--- config.mk ---
export PLATFORM = sky130hd
export DESIGN_NAME = key_schedule_gen
export DESIGN_NICKNAME = d
export VERILOG_FILES = /design/src/rtl/key_schedule_gen.sv
export SDC_FILE = /design/constraint.sdc
export NUM_CORES = 1
export LEC_CHECK = 0
export BUFFER_PORTS_ARGS = -buffer_cell sky130_fd_sc_hd__buf_4
export CORE_MARGIN = 5
export CORE_UTILIZATION = 56
export DETAILED_ROUTE_END_ITERATION = 16
export PLACE_DENSITY = 0.82
export REMOVE_ABC_BUFFERS = 1
export SKIP_CTS_REPAIR_TIMING = 1
export SYNTH_ARGS = -nofsm -noshare
export SYNTH_HDL_FRONTEND = slang
export SYNTH_SLANG_ARGS = --single-unit
--- constraint.sdc ---
create_clock -name Clk -period 3.8 [get_ports Clk]
set_input_delay 0.57 -clock Clk [delete_from_list [all_inputs] [get_ports Clk]]
set_output_delay 0.57 -clock Clk [all_outputs]
set_load 0.1 [all_outputs]
--- src/rtl/key_schedule_gen.sv ---
// Round-key schedule sequencer: rotates the PC-1 halves through 16 rounds,
// in encryption or reverse (decryption) order, with a valid/ready key handshake.
module key_schedule_gen (
    input  logic        Clk,
    input  logic        Reset_n,
    input  logic        Start,
    input  logic        Decrypt,
    input  logic [55:0] C0_in,
    input  logic [55:0] D0_in,
    input  logic        Key_ready,
    output logic        Key_valid,
    output logic [55:0] Ck,
    output logic [55:0] Dk,
    output logic [3:0]  Round_idx,
    output logic        Busy,
    output logic        Done
);

    typedef enum logic [1:0] {IDLE, ROUND, DONE} state_t;

    state_t      state, state_nxt;
    logic        mode;
    logic        accept;
    logic        last_key;
    logic [3:0]  shift_sel;
    logic        shift_by4;

    // Fixed 2/4-bit circular rotation of one 56-bit half; halves never mix.
    function automatic logic [55:0] rot(input logic [55:0] x, input logic right,
                                        input logic by4);
        logic [55:0] r;
        case ({right, by4})
            2'b00:   r = {x[53:0], x[55:54]};
            2'b01:   r = {x[51:0], x[55:52]};
            2'b10:   r = {x[1:0],  x[55:2]};
            default: r = {x[3:0],  x[55:4]};
        endcase
        return r;
    endfunction

    assign Key_valid = (state == ROUND);
    assign Busy      = (state == ROUND);
    assign Done      = (state == DONE);
    assign accept    = Key_valid & Key_ready;
    assign last_key  = (Round_idx == 4'd15);

    // Encryption walks the shift table forward, decryption walks it backward.
    assign shift_sel = mode ? (4'd15 - Round_idx) : (Round_idx + 4'd1);
    assign shift_by4 = !(shift_sel == 4'd0 || shift_sel == 4'd1 ||
                         shift_sel == 4'd8 || shift_sel == 4'd15);

    always_ff @(posedge Clk or negedge Reset_n) begin
        if (!Reset_n) state <= IDLE;
        else          state <= state_nxt;
    end

    always_comb begin
        state_nxt = state;
        case (state)
            IDLE:    if (Start) state_nxt = ROUND;
            ROUND:   if (accept && last_key) state_nxt = DONE;
            DONE:    state_nxt = IDLE;
            default: state_nxt = IDLE;
        endcase
    end

    always_ff @(posedge Clk or negedge Reset_n) begin
        if (!Reset_n) begin
            Ck        <= '0;
            Dk        <= '0;
            Round_idx <= '0;
            mode      <= 1'b0;
        end else begin
            case (state)
                IDLE: if (Start) begin
                    mode      <= Decrypt;
                    Round_idx <= '0;
                    // Decryption key 0 is the unrotated input; encryption applies s[0]=2.
                    Ck        <= Decrypt ? C0_in : rot(C0_in, 1'b0, 1'b0);
                    Dk        <= Decrypt ? D0_in : rot(D0_in, 1'b0, 1'b0);
                end
                ROUND: if (accept && !last_key) begin
                    Round_idx <= Round_idx + 4'd1;
                    Ck        <= rot(Ck, mode, shift_by4);
                    Dk        <= rot(Dk, mode, shift_by4);
                end
                default: ;
            endcase
        end
    end

endmodule

==> metrics.csv, run 1 <==
metric;value;unit
outcome;finished, final reports clean;
yosys-top-cells-count;161 x nor3_1, 142 x nor2_1, 125 x mux2i_1, 122 x clkbuf_1, 119 x dfrtp_1;
drv_slew;0;
clock_latency;420;ps
grt_pass1_wl;59350;µm
antenna_found_initial;0;
synth_edf_count;0;
place_congestion;0.8934;
dr.pass1.iters;7;
syn_inst;1294;
clk_path_buf_depth;2;
grt_max_degree;109;
synth.yosys.seq_area_share;27.88;%
nFillCells;1475;
clock.fmax;285.9;MHz
rrSetupSlack;300;ps
drc;0;
start_util;56.91;%
grt_pass1_vias;11280;
rsz0062_at_grt;false;
worstMarginPinSlew;1116;ps
root_buffer;clkbuf_16;
wire_per_inst;22.37;µm
layout-drive-gt1-share;26.97;%
cts_buffers;17;
areaGrowthSynthToFinish;22.40;%
port_buffers;235;
antenna_left;0;
clk_pin_slew;60;ps
cts.sinks;119;
die_w;148.1;µm
cp-start-kind;register;
final_util;69.66;%
antennaDiodeCount;0;
worstPathArrival;3810;ps
async_reset_ff_share;100.0;%
synth_top_area_cell;dfrtp_1;
synthFlopType;dfrtp_1;
htree_levels;4;
maxCapViolCount;0;
hpwlAfterDp;23310;µm
syn_area_per_cell;8.255;µm²
pin_count;236;
min_period;3498;ps
grt-ovfl-total;0;
initialDrtViolationCount;1382;
ys_top_cells_by_area;dfrtp_1 28%, mux2i_1 12%, o221ai_1 7.8%, nor3_1 7.5%, mux2_2 6.4%;
synth_most_common_cell;nor3_1;
crit_required;4110;ps
cp_max_fo;79;
synth_cell_types;47;
synth_seq_cells;119;
routed_wl;37330;µm
dieArea;21940;µm²
crit_path_end_kind;register;
die_h;148.1;µm
finalCritPeriodShare;92.06;%
hold_class;in -> async;
track_usage;32.65;%
core;18770;µm²
crit_type;reg -> reg;
vias;11930;
fin_tns_setup;0;ps
finalNetCount;1540;
cts_tree;built;
ys_warn_count;0;
viasPerCell;7.149;
rows;50;
netlist.area_leader.share;27.88;%
setup_viol;0;
synth_area;10680;µm²
hold_viol;0;
finClkSkew;8.076;ps
slew_headroom;25.57;%
## flip-flops by register name, summed over array words and instances, names as in the netlist
register   count
Ck            56
Dk            56
Round_idx      4
mode           1
state          2
## area by class of cell
| type | count | area (µm²) | share of cell area [%] |
|---|---|---|---|
| multi-input cells | 1013 | 7083 | 54.18 |
| flip-flops and latches | 119 | 2982 | 22.81 |
| repair buffers | 263 | 2066 | 15.80 |
| clock buffers | 24 | 501.7 | 3.838 |
| well taps | 234 | 292.8 | 2.239 |
| clock inverters | 8 | 117.6 | 0.8996 |
| inverters | 8 | 31.28 | 0.2393 |
## cell usage in the layout, fill, tap and decap left out, types with 2 or more instances in the layout
cell type  netlist  layout
a211oi_1        24      24
bufinv_16        0       3
nand2b_1         3       2
mux2i_1        125     124
clkbuf_16        0      17
buf_12           0       7
o22a_1           5       4
o41ai_2          9       9
nor2_4           0       2
inv_1            7       7
o22ai_1          5       5
clkbuf_1       122       2
mux2_2          61      60
o211a_1          6       6
buf_4            1     255
clkinv_2         0       5
dfrtp_1        119     118
o221ai_1        95      95
nor2_1         142     140
nor4bb_1         2       2
a31oi_1          2       2
o21a_1           8       8
or2_2            2       2
o32ai_1          7       7
clkbuf_8         0       5
o21ai_0         22      22
a221oi_1        10      10
o41ai_1         32      32
a21oi_1         71      71
mux2_4          10      11
nor2b_1         25      25
nand2_1         69      68
o31ai_1         39      39
nand4_1         11      11
o211ai_1        51      51
nor3_1         161     161
o21ai_1          3       3
## cells by family after synthesis
logic type / count (synthesis) / synth area share (%)
AND/OR/NAND/NOR: 423 / 18.07
buffers and inverters: 162 / 6.220
XOR/XNOR: 1 / 0.08201
flip-flops: 119 / 27.88
multiplexers: 196 / 19.55
AO/OA/AOI/OAI: 392 / 28.08
adder cells (fa/ha/maj): 1 / 0.1171
## metrics by stage
| step | instances | instance area [µm²] | setup WS, ps | hold slack [ps] |
|---|---|---|---|---|
| floorplan | 1140 | 10050 | -5323 | 274.4 |
| global placement | 1637 | 12450 | 467.7 | 579.5 |
| detailed placement | 1637 | 12450 | 381.5 | 604.0 |
| CTS | 1669 | 13070 | 329.3 | 346.3 |
| global route | 1669 | 13070 | 118.2 | 394.8 |
| finish | 1669 | 13070 | 301.9 | 305.7 |
## worst max-delay path, stage by stage, from the launching register on
cell	delay, ps
dfrtp_1	500
ha_1	400
nor4bb_1	190
a2111oi_4	420
buf_12	370
o22a_2	890
o221ai_1	290
o31ai_1	290
## routing by layer
metal	track usage [%]	wire length [µm]	vias to the layer above
met2	50.03	17050	837
met3	7.252	3895	134
li1	-	-	5308
met5	0	0	-
met4	14.32	1548	0
met1	44.54	14840	5652
## worst paths after layout
path / from / end / depth (start not counted)
max: Round_idx[0]$_DFFE_PN0P_ / Ck[28]$_DFFE_PN0P_ / 7
min: Reset_n / Ck[24]$_DFFE_PN0P_ / 1
max reg2reg: Round_idx[0]$_DFFE_PN0P_ / Ck[28]$_DFFE_PN0P_ / 7
min reg2reg: Ck[53]$_DFFE_PN0P_ / Ck[53]$_DFFE_PN0P_ / 2
max in group asynchronous: Reset_n / Dk[50]$_DFFE_PN0P_ / 2
min in group Clk: Key_ready / state[1]$_DFFE_PN0P_ / 3
Power of run 1 is left out: the tool's default activity adds up to more than one toggle a clock period on the data nets, which glitch-free logic cannot reach.
==> run 2: changes to the inputs <==
--- a/config.mk
+++ b/config.mk
@@ -10,6 +10,7 @@
 export CORE_UTILIZATION = 56
 export DETAILED_ROUTE_END_ITERATION = 16
 export PLACE_DENSITY = 0.82
+export RECOVER_POWER = 50
 export REMOVE_ABC_BUFFERS = 1
 export SKIP_CTS_REPAIR_TIMING = 1
 export SYNTH_ARGS = -nofsm -noshare
==> run 2 against run 1 <==
Compared with the run above:
- the flow now finishes with violations (max-capacitance violations, max-slew violations)
- clock skew rose by 0.79 ps
- utilization down 1.2 points
- worst setup slack got worse by 4.8 ps
- largest cell class unchanged
- highest routed layer unchanged
==> metrics.csv, run 2 (synthesis gave the netlist of run 1 again) <==
metric;value;unit
core;18770;µm²
viasPerCell;7.106;
dr.pass1.iters;6;
crit_type;reg -> reg;
layout-drive-gt1-share;22.79;%
worstMarginPinSlew;1903;ps
rows;50;
start_util;56.91;%
drc;0;
pre_cts_slack;381.5;ps
maxCapViolCount;3;
antennaDiodeCount;0;
hpwlAfterDp;23310;µm
finalCritPeriodShare;92.18;%
crit_family;compound AO/OA/AOI/OAI gates;
clock.fmax;285.5;MHz
cp_slowest_cell;o22a_2;
finClkSkew;8.868;ps
failed_checks;max-capacitance violations, max-slew violations;
cp_max_fo;79;
cts.sinks;119;
grt-ovfl-total;0;
grt_pass1_wl;59350;µm
grtUsageMet1;44.54;%
nFillCells;1547;
antenna_left;0;
crit_path_cell_trace;ha_1 -> nor4bb_1 -> a2111oi_4 -> buf_12 -> o22a_2 -> o221ai_1 -> o32ai_1;
port_buffers;235;
htree_levels;4;
top_usage_layer;met2;
drv_slew;136;
initialDrtViolationCount;1367;
grt_pass1_vias;11280;
final_cell_mix;196 x buf_4, 161 x nor3_1, 140 x nor2_1;
min_period;3503;ps
finalNetCount;1540;
hold_class;in -> reg;
instances_no_fill;1669;
dieArea;21940;µm²
crit_path_end_kind;register;
worstPathArrival;3820;ps
grt_max_degree;109;
fin_ws;297.1;ps
track_usage;32.65;%
outcome;finished, violations left;
clk_pin_slew;50;ps
cts_tree;built;
antenna_found_initial;0;
clock_latency;420;ps
root_buffer;clkbuf_16;
slew_headroom;-26.84;%
vias;11860;
grt_use_met2;50.03;%
dp_cells;1637;
wire_per_inst;22.40;µm
fin_tns_setup;0;ps
reg2reg_depth;7;
cp_slowest_stage_delay;900;ps
rsz0062_at_grt;false;
cp_num_buf_inv;1;
cp.depth;7;
hold_viol;0;
place_congestion;0.8934;
largestRegisters;Ck x56, Dk x56, Round_idx x4;
hold_depth;3;
clk_path_buf_depth;2;
grt_use_met3;7.252;%
cts_buffers;17;
die_w;148.1;µm
die_h;148.1;µm
setup_viol;0;
layout_commonest_cell;buf_4;
routed_wl;37390;µm
whs;431.9;ps
areaGrowthSynthToFinish;20.25;%
pin_count;236;
cp-start-kind;register;
crit_required;4110;ps
-- run 2: changes by cell type in the layout (fill, tap and decap cells not counted), sizes merged --
| cell | delta |
|---|---|
| clkbuf | +59 |
| buf | -60 |
| dlymetal6s2s | +1 |
-- run 2: layout make-up --
| type | count | area (µm²) | share of cell area, % |
|---|---|---|---|
| Tap cell | 234 | 292.8 | 2.279 |
| Multi-Input combinational cell | 1013 | 7082 | 55.13 |
| Inverter | 8 | 31.28 | 0.2435 |
| Clock inverter | 8 | 117.6 | 0.9156 |
| Clock buffer | 24 | 501.7 | 3.906 |
| Sequential cell | 119 | 2982 | 23.21 |
| Timing Repair Buffer | 263 | 1838 | 14.31 |
-- run 2: path summary, 6_finish.rpt --
check / from / end / slack [ps]
max: Round_idx[0]$_DFFE_PN0P_ / Dk[27]$_DFFE_PN0P_ / 300
max reg2reg: Round_idx[0]$_DFFE_PN0P_ / Dk[27]$_DFFE_PN0P_ / 300
min: Key_ready / state[1]$_DFFE_PN0P_ / 430
min reg2reg: Ck[53]$_DFFE_PN0P_ / Ck[53]$_DFFE_PN0P_ / 600
min in group asynchronous: Reset_n / Ck[24]$_DFFE_PN0P_ / 660
max in group asynchronous: Reset_n / Ck[3]$_DFFE_PN0P_ / 700
-- run 2: metrics by stage --
stage	cell area (µm²)	util, %
after floorplan	10050	-
after global placement	12450	66.36
after detailed placement	12450	66.36
after CTS	13070	69.66
after global routing	12840	68.44
final	12840	68.44
-- run 2: tightest hold or removal path: cells and delay by family --
kind	cells	cell delay (ps)
buf+inv	1	120
simple gates	2	110
-- run 2: metal layers --
layer / share of wire, % / routed length [µm]
met1: 40 / 14830
met5: 0 / 0
met2: 46 / 17190
met4: 3.9 / 1443
met3: 10 / 3922
Power of run 2 is left out for the same reason.
==> run 3: changes to the inputs <==
--- a/config.mk
+++ b/config.mk
@@ -9,7 +9,7 @@
 export CORE_MARGIN = 5
 export CORE_UTILIZATION = 56
 export DETAILED_ROUTE_END_ITERATION = 16
-export PLACE_DENSITY = 0.82
+export PLACE_DENSITY = 0.87
 export RECOVER_POWER = 50
 export REMOVE_ABC_BUFFERS = 1
 export SKIP_CTS_REPAIR_TIMING = 1
==> run 3 against run 2 <==
Compared with the run above:
- the run still ends with max-capacitance violations, max-slew violations left
- critical path depth stayed put
- hold slack improved by 1.3 ps
- utilization down 0.25 points
- fmax is 1.9% lower
- via count rose by 0.57%
- largest cell class unchanged
- highest routed layer unchanged
==> metrics.csv, run 3 (synthesis gave the netlist of run 1 again) <==
metric;value;unit
crit_required;4110;ps
die_h;148.1;µm
die_w;148.1;µm
hold_class;in -> reg;
final_cell_mix;203 x buf_4, 161 x nor3_1, 140 x nor2_1;
initialDrtViolationCount;1793;
min_period;3569;ps
finalCritPeriodShare;93.92;%
antenna_found_initial;0;
grt_pass1_wl;57810;µm
track_usage;31.61;%
met2_length;17060;µm
port_buffers;235;
finalNetCount;1544;
cp_max_fo;45;
setup_viol;0;
hold_viol;0;
routed_wl;36720;µm
whs;433.2;ps
seq_area;2982;µm²
largestRegisters;Ck x56, Dk x56, Round_idx x4;
hpwlAfterDp;23350;µm
final_util;68.19;%
maxCapViolCount;1;
rows;50;
root_buffer;clkbuf_16;
core;18770;µm²
cts.sinks;119;
areaGrowthSynthToFinish;19.81;%
dieArea;21940;µm²
wl_met1;14500;µm
finClkSkew;5.194;ps
antenna_left;0;
crit_path_cell_trace;ha_1 -> nor4bb_1 -> a2111oi_4 -> buf_4 -> o22a_2 -> o221ai_1 -> o31ai_1;
vias;11930;
failed_checks;max-capacitance violations, max-slew violations;
clk_pin_slew;60;ps
wire_per_inst;21.95;µm
dr.pass1.iters;7;
cp-start-kind;register;
wl_met3;3684;µm
cp_slowest_cell;o22a_2;
grt_max_degree;114;
worstMarginPinSlew;1971;ps
pin_count;236;
start_util;56.91;%
drv_slew;75;
slew_headroom;-31.42;%
grt-ovfl-total;0;
nFillCells;1512;
drc;0;
cp_num_buf_inv;1;
final_area;12800;µm²
place_congestion;0.8475;
layout_commonest_cell;buf_4;
placed_area;12450;µm²
multiInputGateArea;7083;µm²
htree_levels;4;
crit_type;reg -> reg;
cp_slowest_stage_delay;920;ps
layout-drive-gt1-share;23.14;%
clock.fmax;280.2;MHz
cts_tree;built;
worstPathArrival;3880;ps
cts_buffers;17;
outcome;finished, violations left;
crit_family;compound AO/OA/AOI/OAI gates;
grt_pass1_vias;11060;
viasPerCell;7.130;
rsz0062_at_grt;false;
crit_path_end_kind;register;
highest_layer;met4;
clk_path_buf_depth;2;
clock_latency;420;ps
antennaDiodeCount;0;
## run 3: worst paths after layout
check / depth (start not counted) / start / to / slack (ps)
min in group asynchronous: 1 / Reset_n / Ck[23]$_DFFE_PN0P_ / 660
min: 3 / Key_ready / state[1]$_DFFE_PN0P_ / 430
max reg2reg: 7 / Round_idx[0]$_DFFE_PN0P_ / Ck[48]$_DFFE_PN0P_ / 230
min reg2reg: 2 / Ck[53]$_DFFE_PN0P_ / Ck[53]$_DFFE_PN0P_ / 610
max: 7 / Round_idx[0]$_DFFE_PN0P_ / Ck[48]$_DFFE_PN0P_ / 230
max in group asynchronous: 2 / Reset_n / Dk[50]$_DFFE_PN0P_ / 1000
## run 3: layer usage
| metal | GRT usage, % | vias up |
|---|---|---|
| met3 | 6.947 | 115 |
| met2 | 48.44 | 852 |
| met1 | 42.96 | 5662 |
| li1 | - | 5299 |
| met4 | 14.41 | 0 |
| met5 | 0 | - |
## run 3: final cells by class
cell class | count | share of cell area [%]
Multi-Input combinational cell | 1013 | 55.35
Sequential cell | 119 | 23.30
Timing Repair Buffer | 267 | 14.25
Clock buffer | 23 | 3.813
Tap cell | 234 | 2.288
Clock inverter | 9 | 0.7626
Inverter | 8 | 0.2444
## run 3: tightest hold or removal path: stages
cell,delay [ps]
buf_4,120
nand2_1,80
nor2_1,40
## run 3: stage by stage
step	std cells	TNS (ps)	setup slack, ps
after floorplan	1140	-564290	-5323
final	1673	0	230.9
after detailed placement	1641	0	387.1
after global routing	1673	0	21.81
after CTS	1673	0	312.6
after global placement	1641	0	542.3
Power of run 3 is left out for the same reason.
